[config.mk]
export PLATFORM = sky130hd
export DESIGN_NAME = sampler_s_eta
export DESIGN_NICKNAME = d
export VERILOG_FILES = /design/src/rtl/sampler_s_eta_pkg.sv /design/src/rtl/sampler_s_eta_eta_reject.sv /design/src/rtl/sampler_s_eta.sv
export SDC_FILE = /design/constraint.sdc
export NUM_CORES = 2
export LEC_CHECK = 0
export CORE_MARGIN = 2
export CORE_UTILIZATION = 60
export CTS_CLUSTER_DIAMETER = 200
export DETAILED_ROUTE_END_ITERATION = 16
export MAX_ROUTING_LAYER = met4
export PLACE_DENSITY = 0.87
export SKIP_CTS_REPAIR_TIMING = 1
export SLEW_MARGIN = 25
export SYNTH_ARGS = -nofsm -noshare
export SYNTH_HDL_FRONTEND = slang
export SYNTH_HIERARCHICAL = 1
export SYNTH_SLANG_ARGS = --single-unit
[constraint.sdc]
create_clock -name clk -period 20.8 [get_ports clk]
set_input_delay 3.12 -clock clk [delete_from_list [all_inputs] [get_ports clk]]
set_output_delay 3.12 -clock clk [all_outputs]
set_load 0.02 [all_outputs]
[src/rtl/sampler_s_eta_pkg.sv]
// Shared constants, FSM state encoding and eta selection for the ExpandS sampler.
package sampler_s_eta_pkg;

  localparam logic [22:0] Q          = 23'd8380417;
  localparam int          RATE_WORDS = 17;
  localparam int          SEED_WORDS = 8;
  localparam int          COEFFS     = 256;
  localparam int          NIBS       = 4;

  typedef enum logic [2:0] {
    S_IDLE,
    S_LOAD,
    S_KRST,
    S_ABSORB,
    S_SQUEEZE,
    S_FINISH
  } state_t;

  // eta=4 only for the level-3 parameter set; levels 2 and 5 use eta=2.
  function automatic logic eta_is4(input logic [2:0] sec_lvl);
    return sec_lvl == 3'd3;
  endfunction

endpackage

[src/rtl/sampler_s_eta_eta_reject.sv]
// One-nibble rejection step: accept flag plus the coefficient encoded mod q.
module eta_reject
  import sampler_s_eta_pkg::*;
#(
  parameter int SAMPLE_W = 23
) (
  input  logic [3:0]          nib,
  input  logic                eta4,
  output logic                acc,
  output logic [SAMPLE_W-1:0] coef
);

  logic [3:0]        m;
  logic signed [4:0] v;
  logic [4:0]        neg;

  always_comb begin
    m = nib;
    if (nib >= 4'd10)     m = nib - 4'd10;
    else if (nib >= 4'd5) m = nib - 4'd5;
    if (eta4) begin
      acc = nib < 4'd9;
      v   = 5'sd4 - $signed({1'b0, nib});
    end else begin
      acc = nib < 4'd15;
      v   = 5'sd2 - $signed({1'b0, m});
    end
    neg  = 5'(-v);
    // Negative values wrap to q+v.
    coef = v[4] ? (SAMPLE_W'(Q) - SAMPLE_W'(neg)) : SAMPLE_W'(v[3:0]);
  end

endmodule

[src/rtl/sampler_s_eta.sv]
// ExpandS secret sampler: seed load, SHAKE256 absorb of seed||N, nibble
// rejection into [-eta,eta] and SAMPLER_W-wide output beats.
module sampler_s_eta
  import sampler_s_eta_pkg::*;
#(
  parameter int SAMPLER_W = 4,
  parameter int SAMPLE_W  = 23,
  parameter int W         = 64
) (
  input  logic                          clk,
  input  logic                          rst,
  input  logic                          start,
  input  logic                          re_sample,
  input  logic [2:0]                    sec_lvl,
  input  logic [15:0]                   N,
  input  logic                          valid_i,
  output logic                          ready_i,
  input  logic [W-1:0]                  seed_i,
  output logic [SAMPLER_W*SAMPLE_W-1:0] samples,
  output logic                          valid_o,
  input  logic                          ready_o,
  output logic                          done,
  input  logic                          keccak_ctrl,
  output logic                          rst_k,
  output logic [63:0]                   din,
  input  logic [63:0]                   dout,
  output logic                          src_ready,
  input  logic                          src_read,
  input  logic                          dst_write,
  output logic                          dst_ready
);

  // Room for a full beat plus one cycle's worth of accepted nibbles.
  localparam int BUF_D = (2*SAMPLER_W >= SAMPLER_W + NIBS) ? 2*SAMPLER_W : SAMPLER_W + NIBS;
  localparam int CW    = $clog2(BUF_D + 1);
  localparam int IW    = $clog2(BUF_D);
  localparam int BEATS = COEFFS / SAMPLER_W;
  localparam int BW    = $clog2(BEATS + 1);

  state_t                              state, state_n;
  logic [4:0]                          wcnt;
  logic [15:0]                         n_q;
  logic                                eta4_q;
  logic [SEED_WORDS-1:0][W-1:0]        seed_q;
  logic [63:0]                         hold_q;
  logic                                hold_vld;
  logic [1:0]                          grp_q;
  logic [BUF_D-1:0][SAMPLE_W-1:0]      cbuf_q, cbuf_n;
  logic [CW-1:0]                       cnt_q, cnt_n, cnt_ap;
  logic [8:0]                          tot_q, tot_n;
  logic [BW-1:0]                       beats_q;
  logic                                pop, proc, last_beat;
  logic [NIBS*4-1:0]                   grp_bits;
  logic [NIBS-1:0]                     acc;
  logic [NIBS-1:0][SAMPLE_W-1:0]       coef;

  assign ready_i   = state == S_LOAD;
  assign rst_k     = keccak_ctrl && state == S_KRST;
  assign src_ready = keccak_ctrl && state == S_ABSORB;
  assign dst_ready = keccak_ctrl && state == S_SQUEEZE && !hold_vld;
  assign valid_o   = state == S_SQUEEZE && cnt_q >= CW'(SAMPLER_W);
  assign done      = state == S_FINISH;
  assign pop       = valid_o && ready_o;
  assign last_beat = pop && beats_q == BW'(BEATS - 1);
  assign cnt_ap    = pop ? cnt_q - CW'(SAMPLER_W) : cnt_q;
  assign proc      = state == S_SQUEEZE && hold_vld && cnt_ap <= CW'(BUF_D - NIBS);
  assign grp_bits  = hold_q[{grp_q, 4'b0000} +: NIBS*4];

  genvar g;
  for (g = 0; g < NIBS; g++) begin : g_lane
    eta_reject #(.SAMPLE_W(SAMPLE_W)) u_rej (
      .nib  (grp_bits[g*4 +: 4]),
      .eta4 (eta4_q),
      .acc  (acc[g]),
      .coef (coef[g])
    );
  end

  for (g = 0; g < SAMPLER_W; g++) begin : g_out
    assign samples[g*SAMPLE_W +: SAMPLE_W] = cbuf_q[g];
  end

  always_comb begin
    din = '0;
    if (state == S_ABSORB) begin
      if (wcnt < 5'(SEED_WORDS))             din = 64'(seed_q[wcnt[2:0]]);
      else if (wcnt == 5'(SEED_WORDS))       din = {40'd0, 8'h1F, n_q};
      else if (wcnt == 5'(RATE_WORDS - 1))   din = {8'h80, 56'd0};
    end
  end

  always_comb begin
    state_n = state;
    case (state)
      S_IDLE:    if (start) state_n = S_LOAD;
                 else if (re_sample) state_n = S_KRST;
      S_LOAD:    if (valid_i && wcnt == 5'(SEED_WORDS - 1)) state_n = S_KRST;
      S_KRST:    if (keccak_ctrl) state_n = S_ABSORB;
      S_ABSORB:  if (keccak_ctrl && src_read && wcnt == 5'(RATE_WORDS - 1)) state_n = S_SQUEEZE;
      S_SQUEEZE: if (last_beat) state_n = S_FINISH;
      S_FINISH:  state_n = S_IDLE;
      default:   state_n = S_IDLE;
    endcase
  end

  // Pop the oldest beat first, then append accepted lanes in nibble order.
  always_comb begin
    cbuf_n = cbuf_q;
    cnt_n  = cnt_q;
    tot_n  = tot_q;
    if (pop) begin
      for (int i = 0; i < BUF_D - SAMPLER_W; i++) cbuf_n[i] = cbuf_q[i + SAMPLER_W];
      for (int i = BUF_D - SAMPLER_W; i < BUF_D; i++) cbuf_n[i] = '0;
      cnt_n = cnt_q - CW'(SAMPLER_W);
    end
    if (proc) begin
      for (int l = 0; l < NIBS; l++) begin
        if (acc[l] && tot_n < 9'(COEFFS)) begin
          cbuf_n[cnt_n[IW-1:0]] = coef[l];
          cnt_n = cnt_n + CW'(1);
          tot_n = tot_n + 9'd1;
        end
      end
    end
    if (state == S_IDLE) begin
      cbuf_n = '0;
      cnt_n  = '0;
      tot_n  = '0;
    end
  end

  always_ff @(posedge clk or posedge rst) begin
    if (rst) begin
      state    <= S_IDLE;
      wcnt     <= '0;
      n_q      <= '0;
      eta4_q   <= 1'b0;
      hold_q   <= '0;
      hold_vld <= 1'b0;
      grp_q    <= '0;
      cbuf_q   <= '0;
      cnt_q    <= '0;
      tot_q    <= '0;
      beats_q  <= '0;
    end else begin
      state  <= state_n;
      cbuf_q <= cbuf_n;
      cnt_q  <= cnt_n;
      tot_q  <= tot_n;
      if (state == S_IDLE && (start || re_sample)) begin
        n_q    <= N;
        eta4_q <= eta_is4(sec_lvl);
      end
      case (state)
        S_LOAD:   if (valid_i) wcnt <= (wcnt == 5'(SEED_WORDS - 1)) ? 5'd0 : wcnt + 5'd1;
        S_ABSORB: if (keccak_ctrl && src_read) wcnt <= wcnt + 5'd1;
        default:  wcnt <= '0;
      endcase
      if (state != S_SQUEEZE) begin
        hold_vld <= 1'b0;
        grp_q    <= '0;
      end else if (dst_ready && dst_write) begin
        hold_q   <= dout;
        hold_vld <= 1'b1;
        grp_q    <= '0;
      end else if (proc) begin
        grp_q <= grp_q + 2'd1;
        if (grp_q == 2'd3) hold_vld <= 1'b0;
      end
      if (state == S_IDLE) beats_q <= '0;
      else if (pop)        beats_q <= beats_q + BW'(1);
    end
  end

  // Seed persists across re_sample runs; it is only rewritten by LOAD.
  always_ff @(posedge clk) begin
    if (state == S_LOAD && valid_i) seed_q[wcnt[2:0]] <= seed_i;
  end

endmodule

==> metrics.txt <==
Max IR drop VDD=0.0003114 V; initial antenna violation count=6; first-pass GRT wire length=212600 µm; minimum clock period=7.768 ns; Pre-antenna DRT Iters=9; Critical Path Sink Type=flip-flop; vias=37395; hold depth=1; crit start category=flip-flop; gp weighted congestion=0.9235; final hold vios=0; most frequent cells in the layout=726 x nand2_1, 512 x edfxtp_1, 366 x a21oi_1; Post-synth EDFFs=512; max_slew headroom=0.1951; Die Y=281.9 µm; Hold WC Path Type=flip-flop to flip-flop; Starting DRT DRC Count=5118; Pwr Total=7.626 mW; Distinct cells, synth=88; Top FF cell, synth=edfxtp_1; Synth Warn #=6; fin crit share=0.3735; Worst Tran Pin Value=1.207 ns; Leakage=19.98 nW; CTS Sinks=808; Clock Skew=0.02736 ns; FF-to-FF path depth=20; HPWL Detailed=78610 µm; final setup vio count=0; most common cell after layout, fill and taps aside=nand2_1; max cap viols=0; outcome=complete, no violations; filler instances=5361; CTS tree=yes; # IOs=318; Detail Route Antenna Nets=0; DR WL/cell=26.05 µm; drt via density=6.984; share of cells above drive strength 1=0.1207; RSZ-0062 raised after global routing=false; async set-reset flop share out of synthesis=0.3663; starting density of the core=0.6082; H-tree depth=3; register bit count reported by yosys=808; # rows=101; fmax=0.1287 GHz; Slew Viols, Final=0; syn nets=4519; largest net degree at the start of global routing=251; Final nets=4461; Mapped Cells=4309; DIE WIDTH=281.9 µm; Root Buffer=clkbuf_16; final non-filler cell total=5354; syn avg cell area=10.76 µm²; worst-path maximum fanout=70; Overall Global Routing Usage=0.3584; DRC Markers=0; final wirelength=139500 µm; post-synthesis to final-layout area growth=12.08%; core area=76200 µm²; vias in the first global route=36391; cell area power density=146.8 nW/µm²; Req. time, crit path=21.32 ns; CTS Buf Count=84; Reg clk slew, reported paths=0.06 ns; post-synthesis sequential area ratio=0.4915; Clock Latency Late Sink=0.65 ns; mapped cell area=46350 µm²; total grt overflow=0; die area=79490 µm²; Max clock buf depth=3; TNS Setup=0 ns; arrival time at the worst endpoint=8.29 ns; WS Path Type=flip-flop to flip-flop; port bufs=317; Placed Instances=5192
-- power breakdown --
| group | total, mW | switching [mW] | internal [mW] |
|---|---|---|---|
| logic | 4.24 | 2.90 | 1.34 |
| clock network | 1.50 | 0.674 | 0.826 |
| registers | 1.88 | 0.0663 | 1.81 |
| total | 7.63 | 3.64 | 3.98 |
-- final timing paths --
| path | start | endpoint | slack (ns) |
|---|---|---|---|
| max | grp_q[0] | cbuf_q[166] | 13.03 |
| min | hold_q[55] | hold_q[55] | 0.50 |
| max reg2reg | grp_q[0] | cbuf_q[166] | 13.03 |
| min reg2reg | hold_q[55] | hold_q[55] | 0.50 |
| max in group asynchronous | rst | cbuf_q[131] | 16.52 |
| min in group asynchronous | rst | n_q[1] | 2.91 |
-- critical path, cell delays in order (launching register included) --
cell      delay [ns]
dfrtp_1         0.45
mux4_2          0.66
inv_1           0.21
ha_1            0.33
inv_1           0.14
o21ai_0         0.19
a21o_1          0.32
nor2b_1         0.57
xnor2_1         0.26
inv_1           0.08
ha_1            0.30
nor2_1          0.05
a31oi_1         0.21
ha_1            0.22
nand3_1         0.11
nor4b_1         0.48
a21boi_2        0.67
a311o_2         1.00
buf_4           0.82
o221ai_1        0.21
a32o_1          0.28
-- per-stage QoR --
stage	area, µm²	hold WS [ns]	worst slack, ns	util
3_3_place_gp	49050	0.4832	13.13	0.6437
3_5_place_dp	49100	0.4908	12.94	0.6444
4_1_cts	51790	0.5049	13.12	0.6797
6_report	51950	0.5016	13.03	0.6817
2_1_floorplan	46350	0.4739	9.504	-
5_1_grt	51940	0.5209	12.57	0.6816
-- cell families after synthesis --
logic type,share of synthesized area
buffers and inverters,0.06627
adder cells (fa/ha/maj),0.01458
flip-flops,0.4915
AND/OR/NAND/NOR,0.1091
AO/OA/AOI/OAI,0.1895
multiplexers,0.1155
XOR/XNOR,0.01350
-- final cells by class --
class                           count  area, µm²  share of cell area
Clock inverter                     45      446.7            0.008599
Timing Repair Buffer              396       3866             0.07443
Multi-Input combinational cell   2860      20900              0.4024
Sequential cell                   808      22790              0.4387
Tap cell                         1030       1289             0.02481
Antenna cell                        8      20.02           0.0003854
Inverter                          101      386.6            0.007443
Clock buffer                      106       2246             0.04323
-- metal layers --
metal / vias to the layer above / wire, µm / track usage
met5: - / 0 / -
met4: 0 / 8161 / 0.1954
met3: 630 / 17060 / 0.09032
met2: 2763 / 65550 / 0.5530
met1: 18069 / 48720 / 0.4343
li1: 15933 / - / -
-- cell usage after synthesis (8+ instances only) --
| cell type | number | area (µm²) |
|---|---|---|
| mux2i_1 | 113 | 1131 |
| o31a_1 | 15 | 131.4 |
| a22o_1 | 70 | 613.1 |
| buf_2 | 42 | 210.2 |
| edfxtp_1 | 512 | 15370 |
| inv_1 | 95 | 356.6 |
| nand4_1 | 14 | 87.58 |
| o21a_1 | 74 | 555.5 |
| nand3_1 | 52 | 260.3 |
| and2_1 | 40 | 250.2 |
| nor2_1 | 170 | 638.1 |
| a21oi_1 | 370 | 1852 |
| nand2b_1 | 9 | 56.30 |
| buf_4 | 148 | 1111 |
| o22ai_1 | 78 | 488.0 |
| o31ai_1 | 12 | 90.09 |
| o21ai_0 | 50 | 250.2 |
| dfrtp_1 | 296 | 7407 |
| clkbuf_2 | 10 | 50.05 |
| a32o_1 | 27 | 270.3 |
| nand2_1 | 728 | 2733 |
| xor2_1 | 15 | 131.4 |
| o211a_1 | 73 | 730.7 |
| o211ai_1 | 237 | 1779 |
| o221ai_1 | 124 | 1086 |
| clkbuf_1 | 272 | 1021 |
| a21o_1 | 9 | 67.56 |
| buf_1 | 62 | 232.7 |
| a21oi_2 | 8 | 70.07 |
| nor3_1 | 37 | 185.2 |
| or3_1 | 39 | 244.0 |
| and3_1 | 11 | 68.82 |
| ha_1 | 54 | 675.7 |
| xnor2_1 | 52 | 455.4 |
| a31oi_1 | 28 | 175.2 |
| mux4_2 | 144 | 3243 |
| mux2_2 | 83 | 934.7 |
-- registers in the layout, indices dropped and copies added, names as in the netlist, 5 cells and up --
name / count
cbuf_q: 92
n_q: 16
tot_q: 9
beats_q: 7
seed_q: 512
wcnt: 5
samples: 92
hold_q: 64
No activity file was read; power rests on OpenSTA's default activity.
